--- config.mk ---
export PLATFORM = sky130hd
export DESIGN_NAME = frame_capture_ctrl_flat
export DESIGN_NICKNAME = d
export VERILOG_FILES = /design/src/rtl/capture_pkg.sv /design/src/rtl/frame_capture_ctrl_if.sv /design/src/rtl/vsync_edge_det.sv /design/src/rtl/frame_capture_ctrl.sv /design/src/flat_wrapper.sv
export SDC_FILE = /design/constraint.sdc
export NUM_CORES = 1
export LEC_CHECK = 0
export ABC_AREA = 0
export BUFFER_PORTS_ARGS = -buffer_cell sky130_fd_sc_hd__buf_2
export CAP_MARGIN = 30
export CORE_ASPECT_RATIO = 1.2
export CORE_UTILIZATION = 53
export DETAILED_ROUTE_END_ITERATION = 10
export GPL_TIMING_DRIVEN = 0
export MAX_ROUTING_LAYER = met4
export PLACE_DENSITY = 0.76
export REMOVE_ABC_BUFFERS = 1
export SETUP_SLACK_MARGIN = 0.15
export SYNTH_ARGS = -nofsm -noshare
export SYNTH_HDL_FRONTEND = slang
export SYNTH_SLANG_ARGS = --single-unit
--- constraint.sdc ---
create_clock -name pclk -period 2.97 [get_ports pclk]
set_clock_uncertainty 0.15 [all_clocks]
set_input_delay 0.297 -clock pclk [delete_from_list [all_inputs] [get_ports pclk]]
set_output_delay 0.297 -clock pclk [all_outputs]
set_load 0.005 [all_outputs]
--- src/rtl/capture_pkg.sv ---
// capture_pkg: shared types and defaults for the pclk-domain frame capture
// sequencer.
//   DEF_PIX_W / DEF_PCNT_W / DEF_FCNT_W : default pixel, pixel-count and
//                                         frame-count widths
//   PACK_RATIO                          : pixels per packed buffer word
//   PHASE_W                             : bits of pix_cnt that hold the packing phase
//   cap_state_e                         : sequencer states
package capture_pkg;

  localparam int DEF_PIX_W  = 16;
  localparam int DEF_PCNT_W = 24;
  localparam int DEF_FCNT_W = 8;

  localparam int PACK_RATIO = 4;
  localparam int PHASE_W    = $clog2(PACK_RATIO);

  typedef enum logic [2:0] {
    IDLE      = 3'd0,
    WAIT_VS   = 3'd1,
    CAPTURE   = 3'd2,
    PAD       = 3'd3,
    FRAME_END = 3'd4
  } cap_state_e;

endpackage

--- src/rtl/frame_capture_ctrl_if.sv ---
// frame_capture_ctrl_if: pixel bus between the capture sequencer and the
// 16-to-64-bit packing buffer.
//   buf_din       : pixel to buffer            (master -> slave)
//   buf_din_valid : pixel strobe               (master -> slave)
//   buf_start     : one-cycle buffer enable    (master -> slave)
//   buf_din_ready : buffer not full            (slave -> master)
interface frame_capture_ctrl_if
  import capture_pkg::*;
#(
  parameter int PIX_W = DEF_PIX_W
);

  logic [PIX_W-1:0] buf_din;
  logic             buf_din_valid;
  logic             buf_start;
  logic             buf_din_ready;

  modport master (
    output buf_din,
    output buf_din_valid,
    output buf_start,
    input  buf_din_ready
  );

  modport slave (
    input  buf_din,
    input  buf_din_valid,
    input  buf_start,
    output buf_din_ready
  );

endinterface

--- src/rtl/vsync_edge_det.sv ---
// vsync_edge_det: registers the camera vsync pin once and flags its rising
// edge. Shared by the pclk-domain camera blocks.
//   pclk, rst_n : pixel clock, async active-low reset
//   cam_vsync   : raw frame sync pin, active-high
//   vs_rise     : high for one cycle when the registered vsync goes 0 -> 1
module vsync_edge_det (
  input  logic pclk,
  input  logic rst_n,
  input  logic cam_vsync,
  output logic vs_rise
);

  logic vs_r;
  logic vs_prev_r;

  // Register the pin and keep the previous registered value for edge detection.
  always_ff @(posedge pclk or negedge rst_n) begin
    if (!rst_n) begin
      vs_r      <= 1'b0;
      vs_prev_r <= 1'b0;
    end else begin
      vs_r      <= cam_vsync;
      vs_prev_r <= vs_r;
    end
  end

  assign vs_rise = vs_r & ~vs_prev_r;

endmodule

--- src/rtl/frame_capture_ctrl.sv ---
// frame_capture_ctrl: arms on command, aligns to camera vsync, gates a
// programmed number of pixels per frame into the packing buffer and zero-pads
// short or aborted frames to the 4-pixel packing boundary.
// Optional build macro: CAPTURE_TESTPAT_EN adds cfg_testpat, which replaces
// cam_data by a per-frame ramp.
//   pclk, rst_n              : pixel clock, async active-low reset
//   arm, abort               : one-cycle commands
//   cfg_frames               : frames to capture (0 = continuous), latched at arm
//   cfg_frame_pixels         : pixels per frame, nonzero multiple of 4, latched at arm
//   cfg_testpat              : (CAPTURE_TESTPAT_EN only) ramp source select
//   cam_vsync/cam_href/data  : camera interface
//   buf_if                   : buffer pixel bus (master side)
//   busy, done               : not-IDLE level, programmed-count-complete pulse
//   overflow, short_frame    : sticky status, cleared by arm
//   frame_cnt                : completed frames since arm
module frame_capture_ctrl
  import capture_pkg::*;
#(
  parameter int PIX_W  = DEF_PIX_W,
  parameter int PCNT_W = DEF_PCNT_W,
  parameter int FCNT_W = DEF_FCNT_W
) (
  input  logic                 pclk,
  input  logic                 rst_n,
  input  logic                 arm,
  input  logic                 abort,
  input  logic [FCNT_W-1:0]    cfg_frames,
  input  logic [PCNT_W-1:0]    cfg_frame_pixels,
`ifdef CAPTURE_TESTPAT_EN
  input  logic                 cfg_testpat,
`endif
  input  logic                 cam_vsync,
  input  logic                 cam_href,
  input  logic [PIX_W-1:0]     cam_data,
  frame_capture_ctrl_if.master buf_if,
  output logic                 busy,
  output logic                 done,
  output logic                 overflow,
  output logic                 short_frame,
  output logic [FCNT_W-1:0]    frame_cnt
);

  cap_state_e        state_r;
  cap_state_e        state_n;
  logic              vs_rise_s;
  logic [FCNT_W-1:0] frames_cfg_r;
  logic [PCNT_W-1:0] pixels_cfg_r;
  logic [PCNT_W-1:0] pix_cnt_r;
  logic [PCNT_W-1:0] pix_cnt_inc_s;
  logic [FCNT_W-1:0] frame_cnt_inc_s;
  logic              started_r;     // buf_start already issued since arm
  logic              abort_pad_r;   // PAD returns to IDLE instead of FRAME_END
  logic [PIX_W-1:0]  pix_src_s;

  logic arm_s;
  logic accept_s;
  logic pad_s;
  logic frame_start_s;
  logic frame_end_s;
  logic short_s;
  logic abort_pad_set_s;
  logic done_s;

  vsync_edge_det u_vs_det (
    .pclk      (pclk),
    .rst_n     (rst_n),
    .cam_vsync (cam_vsync),
    .vs_rise   (vs_rise_s)
  );

  assign pix_cnt_inc_s   = pix_cnt_r + PCNT_W'(1'b1);
  assign frame_cnt_inc_s = frame_cnt + FCNT_W'(1'b1);

`ifdef CAPTURE_TESTPAT_EN
  logic             testpat_r;
  logic [PIX_W-1:0] ramp_r;

  // Ramp source: restarts at each frame start, advances per accepted pixel.
  always_ff @(posedge pclk or negedge rst_n) begin
    if (!rst_n) begin
      testpat_r <= 1'b0;
      ramp_r    <= {PIX_W{1'b0}};
    end else begin
      if (arm_s) begin
        testpat_r <= cfg_testpat;
      end
      if (frame_start_s) begin
        ramp_r <= {PIX_W{1'b0}};
      end else if (accept_s) begin
        ramp_r <= ramp_r + PIX_W'(1'b1);
      end
    end
  end

  // Pixel source select.
  always_comb begin
    pix_src_s = cam_data;
    if (testpat_r) begin
      pix_src_s = ramp_r;
    end else begin
      pix_src_s = cam_data;
    end
  end
`else
  assign pix_src_s = cam_data;
`endif

  // Sequencer state register.
  always_ff @(posedge pclk or negedge rst_n) begin
    if (!rst_n) begin
      state_r <= IDLE;
    end else begin
      state_r <= state_n;
    end
  end

  // Next-state and per-cycle control decode; abort outranks every frame event.
  always_comb begin
    state_n         = state_r;
    arm_s           = 1'b0;
    accept_s        = 1'b0;
    pad_s           = 1'b0;
    frame_start_s   = 1'b0;
    frame_end_s     = 1'b0;
    short_s         = 1'b0;
    abort_pad_set_s = 1'b0;
    done_s          = 1'b0;
    case (state_r)
      IDLE: begin
        if (arm) begin
          arm_s   = 1'b1;
          state_n = WAIT_VS;
        end else begin
          state_n = IDLE;
        end
      end
      WAIT_VS: begin
        if (abort) begin
          state_n = IDLE;
        end else if (vs_rise_s) begin
          frame_start_s = 1'b1;
          state_n       = CAPTURE;
        end else begin
          state_n = WAIT_VS;
        end
      end
      CAPTURE: begin
        if (abort) begin
          abort_pad_set_s = 1'b1;
          state_n         = PAD;
        end else if (cam_href) begin
          // The pixel is taken even on a vsync cycle; reaching the limit wins.
          accept_s = 1'b1;
          if (pix_cnt_inc_s == pixels_cfg_r) begin
            state_n = FRAME_END;
          end else if (vs_rise_s) begin
            short_s = 1'b1;
            state_n = PAD;
          end else begin
            state_n = CAPTURE;
          end
        end else if (vs_rise_s) begin
          short_s = 1'b1;
          state_n = PAD;
        end else begin
          state_n = CAPTURE;
        end
      end
      PAD: begin
        abort_pad_set_s = abort;
        if (pix_cnt_r[PHASE_W-1:0] != {PHASE_W{1'b0}}) begin
          pad_s   = 1'b1;
          state_n = PAD;
        end else if (abort || abort_pad_r) begin
          state_n = IDLE;
        end else begin
          state_n = FRAME_END;
        end
      end
      FRAME_END: begin
        if (abort) begin
          state_n = IDLE;
        end else begin
          frame_end_s = 1'b1;
          if ((frames_cfg_r != {FCNT_W{1'b0}}) && (frame_cnt_inc_s == frames_cfg_r)) begin
            done_s  = 1'b1;
            state_n = IDLE;
          end else begin
            state_n = WAIT_VS;
          end
        end
      end
      default: begin
        state_n = IDLE;
      end
    endcase
  end

  // Registered outputs, latched configuration and pixel/frame counters.
  always_ff @(posedge pclk or negedge rst_n) begin
    if (!rst_n) begin
      buf_if.buf_din       <= {PIX_W{1'b0}};
      buf_if.buf_din_valid <= 1'b0;
      buf_if.buf_start     <= 1'b0;
      busy                 <= 1'b0;
      done                 <= 1'b0;
      overflow             <= 1'b0;
      short_frame          <= 1'b0;
      frame_cnt            <= {FCNT_W{1'b0}};
      frames_cfg_r         <= {FCNT_W{1'b0}};
      pixels_cfg_r         <= {PCNT_W{1'b0}};
      pix_cnt_r            <= {PCNT_W{1'b0}};
      started_r            <= 1'b0;
      abort_pad_r          <= 1'b0;
    end else begin
      buf_if.buf_din_valid <= accept_s | pad_s;
      buf_if.buf_din       <= accept_s ? pix_src_s : {PIX_W{1'b0}};
      buf_if.buf_start     <= frame_start_s & ~started_r;
      busy                 <= (state_n != IDLE);
      done                 <= done_s;
      if (arm_s) begin
        frames_cfg_r <= cfg_frames;
        pixels_cfg_r <= cfg_frame_pixels;
        frame_cnt    <= {FCNT_W{1'b0}};
        overflow     <= 1'b0;
        short_frame  <= 1'b0;
        started_r    <= 1'b0;
        abort_pad_r  <= 1'b0;
      end else begin
        // A stalled strobe is still counted so the packing phase stays intact.
        overflow    <= overflow | (buf_if.buf_din_valid & ~buf_if.buf_din_ready);
        short_frame <= short_frame | short_s;
        started_r   <= started_r | frame_start_s;
        abort_pad_r <= abort_pad_r | abort_pad_set_s;
        if (frame_end_s) begin
          frame_cnt <= frame_cnt_inc_s;
        end
      end
      if (frame_start_s) begin
        pix_cnt_r <= {PCNT_W{1'b0}};
      end else if (accept_s || pad_s) begin
        pix_cnt_r <= pix_cnt_inc_s;
      end
    end
  end

endmodule
--- src/flat_wrapper.sv ---
// flat-port wrapper written by rule: the top's interface ports become plain ports
module frame_capture_ctrl_flat import capture_pkg::*;
#(
  parameter int PIX_W  = DEF_PIX_W,
  parameter int PCNT_W = DEF_PCNT_W,
  parameter int FCNT_W = DEF_FCNT_W
)
  (pclk, rst_n, arm, abort, cfg_frames, cfg_frame_pixels, cam_vsync, cam_href, cam_data, busy, done, overflow, short_frame, frame_cnt, buf_if_buf_din, buf_if_buf_din_valid, buf_if_buf_start, buf_if_buf_din_ready);
  frame_capture_ctrl_if #(.PIX_W(PIX_W)) buf_if_i ();
  input  logic pclk;
  input  logic rst_n;
  input  logic arm;
  input  logic abort;
  input  logic [FCNT_W-1:0] cfg_frames;
  input  logic [PCNT_W-1:0] cfg_frame_pixels;
  input  logic cam_vsync;
  input  logic cam_href;
  input  logic [PIX_W-1:0] cam_data;
  output logic busy;
  output logic done;
  output logic overflow;
  output logic short_frame;
  output logic [FCNT_W-1:0] frame_cnt;
  output wire logic [$bits(buf_if_i.buf_din)-1:0] buf_if_buf_din;
  output wire logic [$bits(buf_if_i.buf_din_valid)-1:0] buf_if_buf_din_valid;
  output wire logic [$bits(buf_if_i.buf_start)-1:0] buf_if_buf_start;
  input wire logic [$bits(buf_if_i.buf_din_ready)-1:0] buf_if_buf_din_ready;
  assign buf_if_buf_din = buf_if_i.buf_din;
  assign buf_if_buf_din_valid = buf_if_i.buf_din_valid;
  assign buf_if_buf_start = buf_if_i.buf_start;
  assign buf_if_i.buf_din_ready = buf_if_buf_din_ready;
  frame_capture_ctrl #(.PIX_W(PIX_W), .PCNT_W(PCNT_W), .FCNT_W(FCNT_W)) u_core (.pclk(pclk), .rst_n(rst_n), .arm(arm), .abort(abort), .cfg_frames(cfg_frames), .cfg_frame_pixels(cfg_frame_pixels), .cam_vsync(cam_vsync), .cam_href(cam_href), .cam_data(cam_data), .buf_if(buf_if_i), .busy(busy), .done(done), .overflow(overflow), .short_frame(short_frame), .frame_cnt(frame_cnt));
endmodule
==> flow_metrics.tcl <==
set metrics [dict create \
    final_common_cell "nand2_1" \
    seq_area_frac_synth_pct 46.8 \
    worstPathArrival_ns 2.85 \
    cts_tree "built" \
    start_util_pct 54.8 \
    layout-drive-gt1-share_pct 27.6 \
    p_comb_share_pct 36.0 \
    powerDensity_nw_per_um2 695 \
    yosys.area.top_type "dfrtp_1" \
    clkPwrFrac_pct 21.9 \
    fin_worst_hold_slack_ns 0.0147 \
    fin_setup_tns_ns 0 \
    synth-seq-cells 93 \
    drt_iter0_markers 344 \
    synth_ff_type "dfrtp_1" \
    drt_pre_antenna_iters 5 \
    p_int_mw 2.83 \
    fmax_ghz 0.365 \
    num_vias 4604 \
    cts_made_buffers 9 \
    cp_common_cell "buf_4" \
    netlist_area_um2 4970 \
    nets 745 \
    worstMarginPinSlew_ns 1.03 \
    postRouteAntennaNets 0 \
    hpwl_um 7840 \
    coreArea_um2 9080 \
    diodes 0 \
    synthCells 552 \
    final_cell_mix "nand2_1 (127), buf_2 (83), dfrtp_1 (78)" \
    placed_area_um2 5480 \
    path_clk_slew_ns 0.09 \
    drc 0 \
    start_kind "register" \
    grt_usage_pct 26.4 \
    r2r_cells 8 \
    async_flop_share_pct 100 \
    grt_max_degree 49 \
    r2r_setup_slack_ns 0.23 \
    rsz0062_at_grt "false" \
    area_growth_pct 30.8 \
    relSlewSlack_pct 31.4 \
    p_seq_share_pct 42.1 \
    cts_buffer_depth 2 \
    fp.dieH_um 108 \
    crit_type "register to register" \
    setup_viol 0 \
    cp_max_fo 10 \
    insertion_delay_ns 0.37 \
    fp.dieW_um 90.4 \
    status "complete, no violations" \
    vdd_ir_drop_max_v 0.000441 \
    total_power_mw 4.52 \
    swShare_pct 37.3 \
    routed_wirelength_um 12900 \
    min_from "cam_data[2]" \
    synth_top_area_share_pct 46.8 \
    wl_per_cell_um 15.9 \
    cpPeakStageDelay_ns 0.50 \
    port_buffers 84 \
    cp_slowest_cell "dfrtp_2" \
    crit_required_ns 3.08 \
    finalCriticalPeriod_ns 2.74 \
    path_cells "nand4_1 -> buf_4 -> or4_4 -> a221oi_2 -> o211ai_1 -> a2111oi_4 -> buf_4 -> a2bb2oi_1" \
    worstHoldPathType "input pin to register" \
    finalInstanceArea_um2 6500 \
    synthTopCellsByArea "dfrtp_1 (47%), nand2_1 (9.6%), xnor2_1 (4.8%)" \
    worstReg2RegStart "u_core.pix_cnt_r[4]$_DFFE_PN0P_" \
    antenna_found_initial 0 \
    min_path_cells 2 \
    dieArea_um2 9780 \
    rows 38 \
    min_period_over_period_pct 92.3 \
    post-route-worst-setup-slack_ns 0.228 \
    synth_edf_count 0 \
    viasPerCell 5.67 \
    critPathBufInv 2 \
    end_kind "register" \
    cts_sinks 93 \
    r2r_end "u_core.state_r[1]$_DFF_PN0_" \
    grt_pass1_wl_um 19800 \
    synth.distinct_cells 56 \
    synth-warning-count 0 \
    power_switching_mw 1.69 \
    grt_pass1_vias 4256 \
    avgSynthCellArea_um2 9.01 \
    grt_overflow_total 0 \
    cap_viol_max_count 0 \
    cp_top_family "compound AO/OA/AOI/OAI gates" \
    slew_violations 0 \
    hold_viol_final 0 \
    leakagePower_nw 3.16 \
    place.gp.congestion 0.918 \
    hold-path-endpoint "u_core.buf_if.buf_din[2]$_DFF_PN0_" \
    cts_max_level 3 \
    io_pins 85 \
    cts_root_buf "clkbuf_8" \
    dp_slack_ns -0.207 \
]
==> power groups by stage <==
stage | sequential [mW] | clock [mW] | combinational [mW]
2_1_floorplan | 1.84 | 0 | 1.04
5_1_grt | 1.94 | 1.05 | 1.80
3_5_place_dp | 1.91 | 0 | 1.44
6_report | 1.90 | 0.990 | 1.63
3_3_place_gp | 1.90 | 0 | 1.35
4_1_cts | 1.90 | 1.01 | 1.52
==> logic make-up after synthesis <==
kind of cell / Yosys count / synth area share, %
compound gates: 94 / 12.4
xor+xnor: 48 / 8.73
fa+ha+maj: 3 / 0.755
buf+inv: 47 / 4.25
flops: 93 / 46.8
mux: 1 / 0.226
simple gates: 266 / 26.8
==> repair_timing <==
item / 4_1_cts / 5_1_grt
pin swaps: 6 / 13
gates resized for setup: 24 / 23
cloned: 0 / 1
hold buffers: 39 / 0
endpoints found under the hold margin: 83 / 0
buffers inserted: 7 / 24
setup endpoints to repair: 23 / 20
==> routing by layer <==
metal / vias up / GRT usage (%) / routed length, um
met5: - / - / 0
met4: 0 / 13.9 / 463
li1: 2178 / - / -
met1: 2205 / 31.3 / 5270
met2: 172 / 44.1 / 6560
met3: 49 / 3.73 / 605
==> layout make-up <==
type                       count  area, um^2
fill                         692        2580
clock buffer                  11         151
timing repair inverter         1        5.00
multi-input combinational    412        2590
clock inverter                 5        81.3
timing repair buffer         161        1140
sequential                    93        2350
inverter                       9        37.5
tap                          120         150
==> state kept, by name, summed over array words and instances, names as in the netlist, 3 cells and up <==
| name | cells |
|---|---|
| u_core.frame_cnt | 8 |
| u_core.pix_cnt_r | 24 |
| u_core.pixels_cfg_r | 24 |
| u_core.frames_cfg_r | 8 |
| u_core.state_r | 3 |
| u_core.buf_if.buf_din | 16 |
==> Yosys cell counts, types with 6 or more instances <==
cell      count
nor2_1       32
nor4_1       10
xnor2_1      27
buf_2        10
a21oi_1      16
inv_1         9
clkbuf_1     21
xor2_1       20
nand2_1     127
nor3_1        9
buf_4         6
o31ai_1       8
and3_1       24
nand4_1      13
nand3_1      13
dfrtp_1      93
o21ai_0      36
==> how the worst max path moves through the flow <==
stage                                          start                                 end  slack [ns]  depth (start not counted)
finish               u_core.pix_cnt_r[4]$_DFFE_PN0P_         u_core.state_r[1]$_DFF_PN0_        0.23                          8
global route        u_core.pix_cnt_r[13]$_DFFE_PN0P_         u_core.state_r[0]$_DFF_PN0_        0.09                          9
CTS                  u_core.pix_cnt_r[5]$_DFFE_PN0P_         u_core.state_r[2]$_DFF_PN0_        0.15                          8
detailed placement       u_core.state_r[0]$_DFF_PN0_    u_core.pix_cnt_r[21]$_DFFE_PN0P_       -0.21                          8
global placement         u_core.state_r[1]$_DFF_PN0_  u_core.pixels_cfg_r[8]$_DFFE_PN0P_       -3.44                          2
floorplan                u_core.state_r[1]$_DFF_PN0_     u_core.frame_cnt[3]$_DFFE_PN0P_       -1.25                          4
==> through the flow <==
stage                     instances  util (%)
after floorplan                 514         -
after global placement          718      59.1
after detailed placement        725      60.3
after CTS                       787      68.7
after global routing            812      71.6
final                           812      71.6
==> worst reg2reg max path: cells and delay by family, from the launching register on <==
kind                   cells  cell delay (ns)
flip-flops                 1             0.50
buffers and inverters      2             0.41
AO/OA/AOI/OAI              4             0.86
AND/OR/NAND/NOR            2             0.71
No activity file was read; power rests on OpenSTA's default activity.
